File: config.mk
export PLATFORM = sky130hd
export DESIGN_NAME = instr_encoder_flat
export DESIGN_NICKNAME = d
export VERILOG_FILES = /design/src/rtl/instr_encoder_if.sv /design/src/rtl/instr_encoder.sv /design/src/flat_wrapper.sv
export SDC_FILE = /design/constraint.sdc
export NUM_CORES = 1
export LEC_CHECK = 0
export ABC_AREA = 1
export CAP_MARGIN = 20
export CORE_MARGIN = 1.5
export CORE_UTILIZATION = 49
export DETAILED_ROUTE_END_ITERATION = 8
export PLACE_DENSITY_LB_ADDON = 0.25
export RECOVER_POWER = 25
export SLEW_MARGIN = 30
export SYNTH_ARGS = -nofsm -noshare
export SYNTH_HDL_FRONTEND = slang
export SYNTH_SLANG_ARGS = --single-unit
File: constraint.sdc
create_clock -name clk -period 2.1 [get_ports clk]
set_input_delay 0.63 -clock clk [delete_from_list [all_inputs] [get_ports clk]]
set_output_delay 0.63 -clock clk [all_outputs]
set_load 0.01 [all_outputs]
File: src/rtl/instr_encoder_if.sv
// Request/response bundle for instr_encoder.
// master = producer/consumer side, slave = encoder side.
interface instr_encoder_if;
  logic        in_valid;
  logic        in_ready;
  logic [2:0]  in_fmt;
  logic [6:0]  in_opcode;
  logic [2:0]  in_funct3;
  logic [6:0]  in_funct7;
  logic [4:0]  in_rd;
  logic [4:0]  in_rs1;
  logic [4:0]  in_rs2;
  logic [31:0] in_imm;
  logic        out_valid;
  logic        out_ready;
  logic [31:0] out_instr;
  logic        out_last;
  logic        out_err;

  modport master (
    output in_valid, in_fmt, in_opcode, in_funct3,
    output in_funct7, in_rd, in_rs1, in_rs2, in_imm,
    output out_ready,
    input  in_ready, out_valid, out_instr,
    input  out_last, out_err
  );

  modport slave (
    input  in_valid, in_fmt, in_opcode, in_funct3,
    input  in_funct7, in_rd, in_rs1, in_rs2, in_imm,
    input  out_ready,
    output in_ready, out_valid, out_instr,
    output out_last, out_err
  );
endinterface

File: src/rtl/instr_encoder.sv
// RV32I instruction encoder with LI pseudo expansion and a one-word output register.
// Optional ENCODER_CHECK_EN flags malformed immediates on out_err.
module instr_encoder #(
  parameter logic [31:0] NOP_INSTR = 32'h00000013
) (
  input logic         clk,
  input logic         reset,
  instr_encoder_if.slave bus
);
  typedef enum logic {IDLE, EMIT_LO} state_t;

  state_t      state_q, state_d;
  logic        out_valid_q, out_valid_d;
  logic [31:0] out_instr_q, out_instr_d;
  logic        out_last_q, out_last_d;
  logic [31:0] lo_q, lo_d;

  logic        accept, out_fire;
  logic [31:0] imm;
  logic [4:0]  rd;
  logic [31:0] enc_c, lo_c;
  logic        two_c;
  logic        fits12;
  logic [19:0] hi_c;

  assign imm      = bus.in_imm;
  assign rd       = bus.in_rd;
  assign fits12   = (&imm[31:11]) | ~(|imm[31:11]);
  // Upper part is rounded so that the sign-extended addi lands exactly.
  assign hi_c     = imm[31:12] + {19'd0, imm[11]};
  assign out_fire = out_valid_q & bus.out_ready;

  assign bus.in_ready  = (state_q == IDLE) &
                         (~out_valid_q | bus.out_ready);
  assign accept        = bus.in_valid & bus.in_ready;
  assign bus.out_valid = out_valid_q;
  assign bus.out_instr = out_instr_q;
  assign bus.out_last  = out_last_q;

  always_comb begin
    enc_c = NOP_INSTR;
    lo_c  = NOP_INSTR;
    two_c = 1'b0;
    unique case (bus.in_fmt)
      3'd0: enc_c = {bus.in_funct7, bus.in_rs2, bus.in_rs1,
                     bus.in_funct3, rd, bus.in_opcode};
      3'd1: enc_c = {imm[11:0], bus.in_rs1, bus.in_funct3,
                     rd, bus.in_opcode};
      3'd2: enc_c = {imm[11:5], bus.in_rs2, bus.in_rs1,
                     bus.in_funct3, imm[4:0], bus.in_opcode};
      3'd3: enc_c = {imm[12], imm[10:5], bus.in_rs2, bus.in_rs1,
                     bus.in_funct3, imm[4:1], imm[11],
                     bus.in_opcode};
      3'd4: enc_c = {imm[31:12], rd, bus.in_opcode};
      3'd5: enc_c = {imm[20], imm[10:1], imm[11], imm[19:12],
                     rd, bus.in_opcode};
      3'd6: begin
        if (fits12) begin
          enc_c = {imm[11:0], 5'd0, 3'b000, rd, 7'h13};
        end else if (imm[11:0] == 12'd0) begin
          enc_c = {imm[31:12], rd, 7'h37};
        end else begin
          enc_c = {hi_c, rd, 7'h37};
          lo_c  = {imm[11:0], rd, 3'b000, rd, 7'h13};
          two_c = 1'b1;
        end
      end
      3'd7: enc_c = NOP_INSTR;
    endcase
  end

  always_comb begin
    state_d     = state_q;
    out_valid_d = out_valid_q & ~out_fire;
    out_instr_d = out_instr_q;
    out_last_d  = out_last_q;
    lo_d        = lo_q;
    unique case (state_q)
      IDLE: begin
        if (accept) begin
          out_valid_d = 1'b1;
          out_instr_d = enc_c;
          out_last_d  = ~two_c;
          if (two_c) begin
            lo_d    = lo_c;
            state_d = EMIT_LO;
          end
        end
      end
      EMIT_LO: begin
        if (out_fire) begin
          out_valid_d = 1'b1;
          out_instr_d = lo_q;
          out_last_d  = 1'b1;
          state_d     = IDLE;
        end
      end
    endcase
  end

  always_ff @(posedge clk or posedge reset) begin
    if (reset) begin
      state_q     <= IDLE;
      out_valid_q <= 1'b0;
      out_instr_q <= NOP_INSTR;
      out_last_q  <= 1'b0;
      lo_q        <= NOP_INSTR;
    end else begin
      state_q     <= state_d;
      out_valid_q <= out_valid_d;
      out_instr_q <= out_instr_d;
      out_last_q  <= out_last_d;
      lo_q        <= lo_d;
    end
  end

`ifdef ENCODER_CHECK_EN
  logic err_c;
  logic out_err_q, out_err_d;

  always_comb begin
    err_c = 1'b0;
    unique case (bus.in_fmt)
      3'd1, 3'd2: err_c = ~fits12;
      3'd3: err_c = imm[0] |
                    ~((&imm[31:12]) | ~(|imm[31:12]));
      3'd5: err_c = imm[0] |
                    ~((&imm[31:20]) | ~(|imm[31:20]));
      3'd7: err_c = 1'b1;
      default: err_c = 1'b0;
    endcase
  end

  // The addi half of LI keeps the flag of its lui half.
  always_comb begin
    out_err_d = out_err_q;
    if (state_q == IDLE && accept) out_err_d = err_c;
  end

  always_ff @(posedge clk or posedge reset) begin
    if (reset) out_err_q <= 1'b0;
    else       out_err_q <= out_err_d;
  end

  assign bus.out_err = out_err_q;
`else
  assign bus.out_err = 1'b0;
`endif
endmodule
File: src/flat_wrapper.sv
// flat-port wrapper written by rule: the top's interface ports become plain ports
module instr_encoder_flat 
#(
  parameter logic [31:0] NOP_INSTR = 32'h00000013
)
  (clk, reset, bus_in_valid, bus_in_fmt, bus_in_opcode, bus_in_funct3, bus_in_funct7, bus_in_rd, bus_in_rs1, bus_in_rs2, bus_in_imm, bus_out_ready, bus_in_ready, bus_out_valid, bus_out_instr, bus_out_last, bus_out_err);
  instr_encoder_if bus_i ();
  input logic clk;
  input logic reset;
  input wire logic [$bits(bus_i.in_valid)-1:0] bus_in_valid;
  input wire logic [$bits(bus_i.in_fmt)-1:0] bus_in_fmt;
  input wire logic [$bits(bus_i.in_opcode)-1:0] bus_in_opcode;
  input wire logic [$bits(bus_i.in_funct3)-1:0] bus_in_funct3;
  input wire logic [$bits(bus_i.in_funct7)-1:0] bus_in_funct7;
  input wire logic [$bits(bus_i.in_rd)-1:0] bus_in_rd;
  input wire logic [$bits(bus_i.in_rs1)-1:0] bus_in_rs1;
  input wire logic [$bits(bus_i.in_rs2)-1:0] bus_in_rs2;
  input wire logic [$bits(bus_i.in_imm)-1:0] bus_in_imm;
  input wire logic [$bits(bus_i.out_ready)-1:0] bus_out_ready;
  output wire logic [$bits(bus_i.in_ready)-1:0] bus_in_ready;
  output wire logic [$bits(bus_i.out_valid)-1:0] bus_out_valid;
  output wire logic [$bits(bus_i.out_instr)-1:0] bus_out_instr;
  output wire logic [$bits(bus_i.out_last)-1:0] bus_out_last;
  output wire logic [$bits(bus_i.out_err)-1:0] bus_out_err;
  assign bus_i.in_valid = bus_in_valid;
  assign bus_i.in_fmt = bus_in_fmt;
  assign bus_i.in_opcode = bus_in_opcode;
  assign bus_i.in_funct3 = bus_in_funct3;
  assign bus_i.in_funct7 = bus_in_funct7;
  assign bus_i.in_rd = bus_in_rd;
  assign bus_i.in_rs1 = bus_in_rs1;
  assign bus_i.in_rs2 = bus_in_rs2;
  assign bus_i.in_imm = bus_in_imm;
  assign bus_i.out_ready = bus_out_ready;
  assign bus_in_ready = bus_i.in_ready;
  assign bus_out_valid = bus_i.out_valid;
  assign bus_out_instr = bus_i.out_instr;
  assign bus_out_last = bus_i.out_last;
  assign bus_out_err = bus_i.out_err;
  instr_encoder #(.NOP_INSTR(NOP_INSTR)) u_core (.clk(clk), .reset(reset), .bus(bus_i));
endmodule
# After elaboration in Yosys (flattened, before gate mapping)
# Index checks and enable logic that the tools add are counted.
[totals] output_inout_bits=36 reg_bits=67 wordCells=54
[classes] n_eq_ne=9 bitwise=11 addsub=1 muxes=22 reduce_logical=6
[op_table] cell="32-bit one-hot mux with 8 select lines" n=1
[op_table] cell="32-bit 2-to-1 mux" n=7
[op_table] cell="32-bit one-hot mux with 2 select lines" n=1
[op_table] cell="21-bit AND reduction" n=1
[op_table] cell="21-bit OR reduction" n=1
[op_table] cell="20-bit by 1-bit adder with 20-bit output" n=1
[op_table] cell="3-bit == test, second input constant" n=4
[op_table] cell="12-bit zero test" n=1
[op_table] cell="1-bit 2-to-1 mux" n=10
[op_table] cell="3-bit by 2-bit == test with 1-bit output, second input constant" n=2
[op_table] cell="1-bit one-hot mux with 2 select lines" n=3
[op_table] cell="1-bit NOT" n=5
[op_table] cell="1-bit bitwise AND" n=4
[op_table] cell="3-bit by 1-bit == test with 1-bit output, second input constant" n=1
[op_table] cell="3-bit zero test" n=1
[op_table] cell="3-bit AND reduction" n=1
[op_table] cell="2-bit by 1-bit != test with 1-bit output, second input constant" n=1
[op_table] cell="2-bit != test, second input constant" n=1
[op_table] cell="1-bit OR" n=2
[op_table] cell="2-bit AND reduction" n=1

# Logic depth before layout (Yosys ltp)
# Gate-level depths: netlist of the first run.
[depth] ltp_word=8 mapped_depth=16 mapped_depth_nobuf=16

# Worst setup path after synthesis of the first run
# No wires, ideal clock.
[synth_timing] path_kind="input port to flip-flop" start="input bus_in_imm[11]" end="register u_core.lo_q[22]" setup_slack_ns=0.204 arrival_ns=1.774 cell_stages=12 setup_ns=0.122 t_required_ns=1.978 cell_sequence="ha_1 -> nand3_1 -> inv_1 -> nand2_1 -> inv_1 -> nand3_2 -> nand3_4 -> nor2_4 -> nand2_4 -> buf_4 -> nand2_1 -> o21ai_1"
[synth_between] elab_chain_len=6 elab_cells_between_ends=12 classes_between="6 x mux; 2 x bitwise; 4 x reduce/logical"
[synth_rtl] item="start: declaration" line_no="flat_wrapper.sv:18" source="input wire logic [$bits(bus_i.in_imm)-1:0] bus_in_imm;"
[synth_rtl] item="21-bit OR reduction" line_no="instr_encoder.sv:28" source="assign fits12 = (&imm[31:11]) | ~(|imm[31:11]);"
[synth_rtl] item="1-bit NOT" line_no="instr_encoder.sv:28"
[synth_rtl] item="1-bit OR" line_no="instr_encoder.sv:28"
[synth_rtl] item="1-bit 2-to-1 mux" line_no="instr_encoder.sv:58" source="if (fits12) begin"
[synth_rtl] item="1-bit 2-to-1 mux" line_no="instr_encoder.sv:44" source="unique case (bus.in_fmt)"
[synth_rtl] item="3-bit AND reduction (no line)"
[synth_rtl] item="end signal: assignment" line_no="instr_encoder.sv:113" source="lo_q <= lo_d;"
[synth_rtl] item="end: declaration" line_no="instr_encoder.sv:16" source="logic [31:0] lo_q, lo_d;"
# Parallel ways exist; a longest one is shown, timed or not.
# A chain may end at the register's enable or synchronous reset.

# Worst setup path in the final report of the first run
[layout_timing] start="input bus_in_imm[0]" end="register u_core.out_instr_q[15] (netlist: u_core.bus.out_instr[15])"
[layout_between] elab_chain_len=6
[layout_rtl] item="12-bit zero test" line_no="instr_encoder.sv:60" source="end else if (imm[11:0] == 12'd0) begin"
[layout_rtl] item="32-bit 2-to-1 mux" line_no="instr_encoder.sv:60"
[layout_rtl] item="32-bit 2-to-1 mux" line_no="instr_encoder.sv:58"
[layout_rtl] item="32-bit one-hot mux with 8 select lines" line_no="instr_encoder.sv:44"
[layout_rtl] item="32-bit 2-to-1 mux" line_no="instr_encoder.sv:80" source="if (accept) begin"
[layout_rtl] item="32-bit one-hot mux with 2 select lines" line_no="instr_encoder.sv:78" source="unique case (state_q)"
[layout_rtl] item="end signal: assignment" line_no="instr_encoder.sv:111" source="out_instr_q <= out_instr_d;"
[layout_rtl] item="end: declaration" line_no="instr_encoder.sv:14" source="logic [31:0] out_instr_q, out_instr_d;"
# Every way passes these cells. The select of a mux whose other input is x is not followed.

==> results.toml, run 1 <==
[logic_synthesis]
synthFlopType = "dfrtp_1"
synthTopCellsByArea = "dfrtp_1, nand2_1, inv_1"
synth_seq_cells = 52
syn_inst = 567
synth_edf_count = 0
synth.distinct_cells = 43
syn_area_per_cell_um2 = 6.605
seq_area_frac_synth = 0.3485
async_reset_ff_frac = 1.000
yosys_warnings = 0
synthesis.area_mm2 = 0.003745
yosys.area.top_type = "dfrtp_1"
yosysTopAreaCellShare = 0.3274
synth.net_count = 641

[global_route]
groute.usage.overall = 0.3494
first_global_vias = 4707
grt.overflow.total = 0
grt_max_degree = 53
antenna_found_initial = 0
grt_pass1_wl_mm = 22.85

[routing]
wl_mm = 15.07
dr.pass1.iters = 5
num_vias = 4977
via_per_inst = 5.721
drc = 0
drt_iter0_drc = 419
wl_per_cell_um = 17.32
postRouteAntennaNets = 0

[timing]
setup_ws_ns = -0.006650
setup_violations = 1
fin_crit_ns = 2.107
clock-skew-final_ns = 0.01768
fin_tns_setup_ns = -0.006650
tightest_slew_ns = 1.252
drv_slew = 0
relSlewSlack = 0.1656
worst_hold_slack_ns = 0.4912
hold_viol_final = 0
max_freq_ghz = 0.4747
fin_crit_sh = 1.003

[die]
ios = 107
coreArea_mm2 = 0.007331
die_x_um = 90.42
start_util = 0.5108
num_rows = 31
die_area_mm2 = 0.008176
die_h_um = 90.42

[critical_path]
worstPathRequired_ns = 2.34
critPathMaxStageDelay_ns = 0.23
critPathTopFamily = "simple AND/OR/NAND/NOR gates"
r2r_setup_slack_ns = 0.25
critPathCaptureType = "flop"
critPathBufInv = 3
cp-start-kind = "primary input"
crit_chain = "clkdlybuf4s15_1, nor2_2, nand2_2, nor2_4, nand2_4, buf_12, buf_6, nand2_4, xor2_2, nand2_1, o211ai_1, nand2_1, a21oi_2"
crit_arrival_ns = 2.34
path_max_fanout = 5
cp_slowest_cell = "clkdlybuf4s15_1"
crit_type = "primary input to flop"

[job]
drv_cap = 0

[clock_network]
cts_made_buffers = 5
cts_sinks = 52
tritoncts = "built"
clk_latency_ns = 0.32
cts_hold_buf = 0
htree_levels = 2
cts_buffer_depth = 2
clockRootBuffer = "clkbuf_8"
path_clk_slew_ns = 0.11

[outcome]
violations = "setup timing"
outcome = "finished, violations left"

[placement]
placedInstanceArea_mm2 = 0.005588
hpwlAfterDp_mm = 10.77
port_buffers = 105
dp_cells = 851
dp_slack_ns = -0.5749
place.gp.congestion = 0.9627

[hold_path]
hp-class = "flop to flop"

[finish]
final_common_cell = "nand2_1"
multi_input_area_mm2 = 0.002210
final_area_mm2 = 0.005966
area_delta_synth_final_pct = 59.30
drive_gt1_frac = 0.2503
fill_cells = 483
finalNonFillerCells = 870
mostFrequentLayoutCells = "nand2_1, buf_4, clkdlybuf4s50_1"
nets = 844
n_antenna_cell = 0
final_core_util = 0.8138
area.sequential_mm2 = 0.001305

[power]
power_density_mw_per_mm2 = 701.2
finalPower_mw = 4.183
vdd_drop_max_mv = 0.5222
p_leak_nw = 3.133
-- registers in the layout (all words and copies together), names as in the netlist --
signal and count:
u_core.bus.out_last 1, u_core.lo_q 17, u_core.bus.out_instr 32, u_core.bus.out_valid 1, u_core.state_q 1
-- final timing paths --
path / endpoint / cells past startpoint / start
worst max register to register: u_core.bus.out_instr[6] / 10 / u_core.bus.out_valid
worst min register to register: u_core.bus.out_instr[24] / 2 / u_core.bus.out_instr[24]
worst max-delay path: u_core.bus.out_instr[15] / 13 / bus_in_imm[0]
min in group asynchronous: u_core.bus.out_instr[18] / 3 / reset
worst min-delay path: u_core.bus.out_instr[24] / 2 / u_core.bus.out_instr[24]
max in group asynchronous: u_core.bus.out_instr[6] / 3 / reset
-- tightest hold or removal path, cell delays in order, from the launching register on --
cell     delay (ns)
dfrtp_1        0.36
nand2_1        0.05
nand2_1        0.05
-- routing by layer --
metal | GRT usage | share of wire | vias to the layer above
li1 | - | - | 2251
met1 | 0.4327 | 0.38 | 2296
met2 | 0.6023 | 0.48 | 352
met3 | 0.03535 | 0.082 | 78
met4 | 0.1799 | 0.056 | 0
met5 | 0 | 0 | -
-- cell usage after synthesis (all sizes together), types with 5 or more instances --
| cell type | count |
|---|---|
| dfrtp | 49 |
| or2 | 5 |
| buf | 16 |
| nand4 | 11 |
| nor2 | 73 |
| nand3 | 30 |
| a21oi | 25 |
| a31oi | 5 |
| o211ai | 5 |
| inv | 75 |
| o221ai | 8 |
| nand2 | 181 |
| xor2 | 5 |
| o21ai | 40 |
| o22ai | 11 |
-- area by class of cell --
| type | count | share of cell area |
|---|---|---|
| Multi-Input combinational cell | 422 | 0.3704 |
| Timing Repair Buffer | 214 | 0.3272 |
| Sequential cell | 52 | 0.2187 |
| Inverter | 75 | 0.04761 |
| Tap cell | 99 | 0.02076 |
| Clock buffer | 5 | 0.01154 |
| Clock inverter | 3 | 0.003775 |
-- cell families after synthesis --
logic type      Yosys count  synth area share
simple gates            307            0.3512
buf+inv                  94            0.1086
flops                    52            0.3485
other cells               1          0.001001
compound gates          104            0.1647
fa+ha+maj                 3           0.01002
xor+xnor                  6           0.01604
-- report_power, final --
group          switching [mW]  total [mW]  leakage [nW]  internal (mW)
combinational           0.969        1.96          2.45          0.992
clock                   0.372       0.613        0.0485          0.240
sequential              0.230        1.61         0.635           1.38
total                    1.57        4.18          3.13           2.61
-- timing repair --
| action | in CTS | in global routing |
|---|---|---|
| resized for setup | 48 | 58 |
| gates cloned | 1 | 1 |
| buffers inserted | 4 | 5 |
| pin swaps | 18 | 34 |
| setup endpoints to repair | 47 | 40 |
Note: power is estimated with default switching activity, not from simulation.
==> run 2, diff against run 1 <==
--- a/config.mk
+++ b/config.mk
@@ -8,8 +8,10 @@
 export ABC_AREA = 1
 export CAP_MARGIN = 20
 export CORE_MARGIN = 1.5
-export CORE_UTILIZATION = 49
+export CORE_UTILIZATION = 64
 export DETAILED_ROUTE_END_ITERATION = 8
+export DONT_BUFFER_PORTS = 1
+export GPL_ROUTABILITY_DRIVEN = 0
 export PLACE_DENSITY_LB_ADDON = 0.25
 export RECOVER_POWER = 25
 export SLEW_MARGIN = 30
==> results.toml, run 2 (synthesis gave the netlist of run 1 again) <==
[die]
die_area_mm2 = 0.006319
die_x_um = 79.50
ios = 107
num_rows = 27
coreArea_mm2 = 0.005574
die_h_um = 79.50
start_util = 0.6718

[critical_path]
crit_arrival_ns = 1.24
critPathBufInv = 2
critical_path.most_common_cell = "nor2_1"
critPathTopFamily = "flip-flops"
r2r_start = "u_core.bus.out_valid"
path_max_fanout = 3
crit_chain = "inv_1, nor2_1, nor2_1, buf_4"
crit_path_start = "u_core.bus.out_valid"
crit_type = "flop to output port"
cp-start-kind = "flop"
worstPathRequired_ns = 1.47
cp_slowest_cell = "dfrtp_1"
critPathCaptureType = "output port"
critPathMaxStageDelay_ns = 0.44

[timing]
max_freq_ghz = 0.5344
worst_hold_slack_ns = 0.3634
tightest_slew_ns = 0.8460
setup_violations = 0
setup_ws_ns = 0.2289
drv_slew = 0
fin_tns_setup_ns = 0
relSlewSlack = 0.4354
hold_viol_final = 0
rsz0062_at_grt = "no"
fin_crit_sh = 0.8910
fin_crit_ns = 1.871
clock-skew-final_ns = 0.008776

[hold_path]
hp-class = "primary input to asynchronous set/reset pin"

[clock_network]
cts_setup_buffers = 0
cts_hold_buf = 0
path_clk_slew_ns = 0.10
clk_latency_ns = 0.31
cts-resized-gates = 0
cts_buffer_depth = 2
tritoncts = "built"
clockRootBuffer = "clkbuf_8"
cts_made_buffers = 5
cts_sinks = 52
htree_levels = 2

[finish]
area.sequential_mm2 = 0.001305
mostFrequentLayoutCells = "nand2_1, inv_1, nor2_1"
n_antenna_cell = 0
fill_cells = 491
final_area_mm2 = 0.003993
finalNonFillerCells = 654
multi_input_area_mm2 = 0.002033
final_core_util = 0.7163
area_delta_synth_final_pct = 6.615
final_common_cell = "nand2_1"
largest_reg_flops = 32
drive_gt1_frac = 0.1048
nets = 655

[routing]
via_per_inst = 6.018
drc = 0
dr.pass1.iters = 7
postRouteAntennaNets = 0
drt_iter0_drc = 338
wl_per_cell_um = 16.36
wl_mm = 10.70
num_vias = 3936

[global_route]
antenna_found_initial = 0
groute.usage.overall = 0.3427
grt.overflow.total = 0
grt_pass1_wl_mm = 16.70
grt_max_degree = 37
first_global_vias = 3632

[placement]
placedInstanceArea_mm2 = 0.003918
hpwlAfterDp_mm = 8.447
dp_slack_ns = -0.001441
port_buffers = 0
dp_cells = 646

[job]
drv_cap = 0

[power]
p_leak_nw = 2.088
power_density_mw_per_mm2 = 817.7
vdd_drop_max_mv = 0.5730
finalPower_mw = 3.265

[outcome]
outcome = "completed"
## run 2: worst paths after layout
check | depth (start not counted) | slack (ns) | end
hold reg to reg | 2 | 0.50 | u_core.lo_q[18]
setup / recovery | 4 | 0.23 | bus_in_ready
hold / removal | 1 | 0.36 | u_core.bus.out_instr[18]
max in group asynchronous | 2 | 0.48 | u_core.lo_q[22]
min in group clk | 1 | 0.40 | u_core.bus.out_valid
setup reg to reg | 9 | 0.33 | u_core.lo_q[24]
## run 2: report_power, final
group	switching, mW	internal (mW)
registers	0.384	1.38
logic	0.564	0.356
clock network	0.343	0.237
## run 2: area by class of cell
class	count	share of cell area
clock inverter	3	0.005327
multi-input combinational	421	0.5092
timing repair buffer	26	0.04826
clock buffer	5	0.01724
tap	72	0.02256
sequential	52	0.3269
inverter	75	0.07051
## run 2: layer usage
metal,up-vias,GRT usage,routed length (um)
li1,1860,-,-
met4,0,0.1544,470
met2,245,0.5729,5006
met3,41,0.06286,1058
met1,1790,0.4290,4166
met5,-,0,0
==> run 3, diff against run 2 <==
--- a/config.mk
+++ b/config.mk
@@ -18,3 +18,4 @@
 export SYNTH_ARGS = -nofsm -noshare
 export SYNTH_HDL_FRONTEND = slang
 export SYNTH_SLANG_ARGS = --single-unit
+export TNS_END_PERCENT = 100
==> results of run 3 <==
The final DEF is identical to that of run 2; final timing and power are the same.
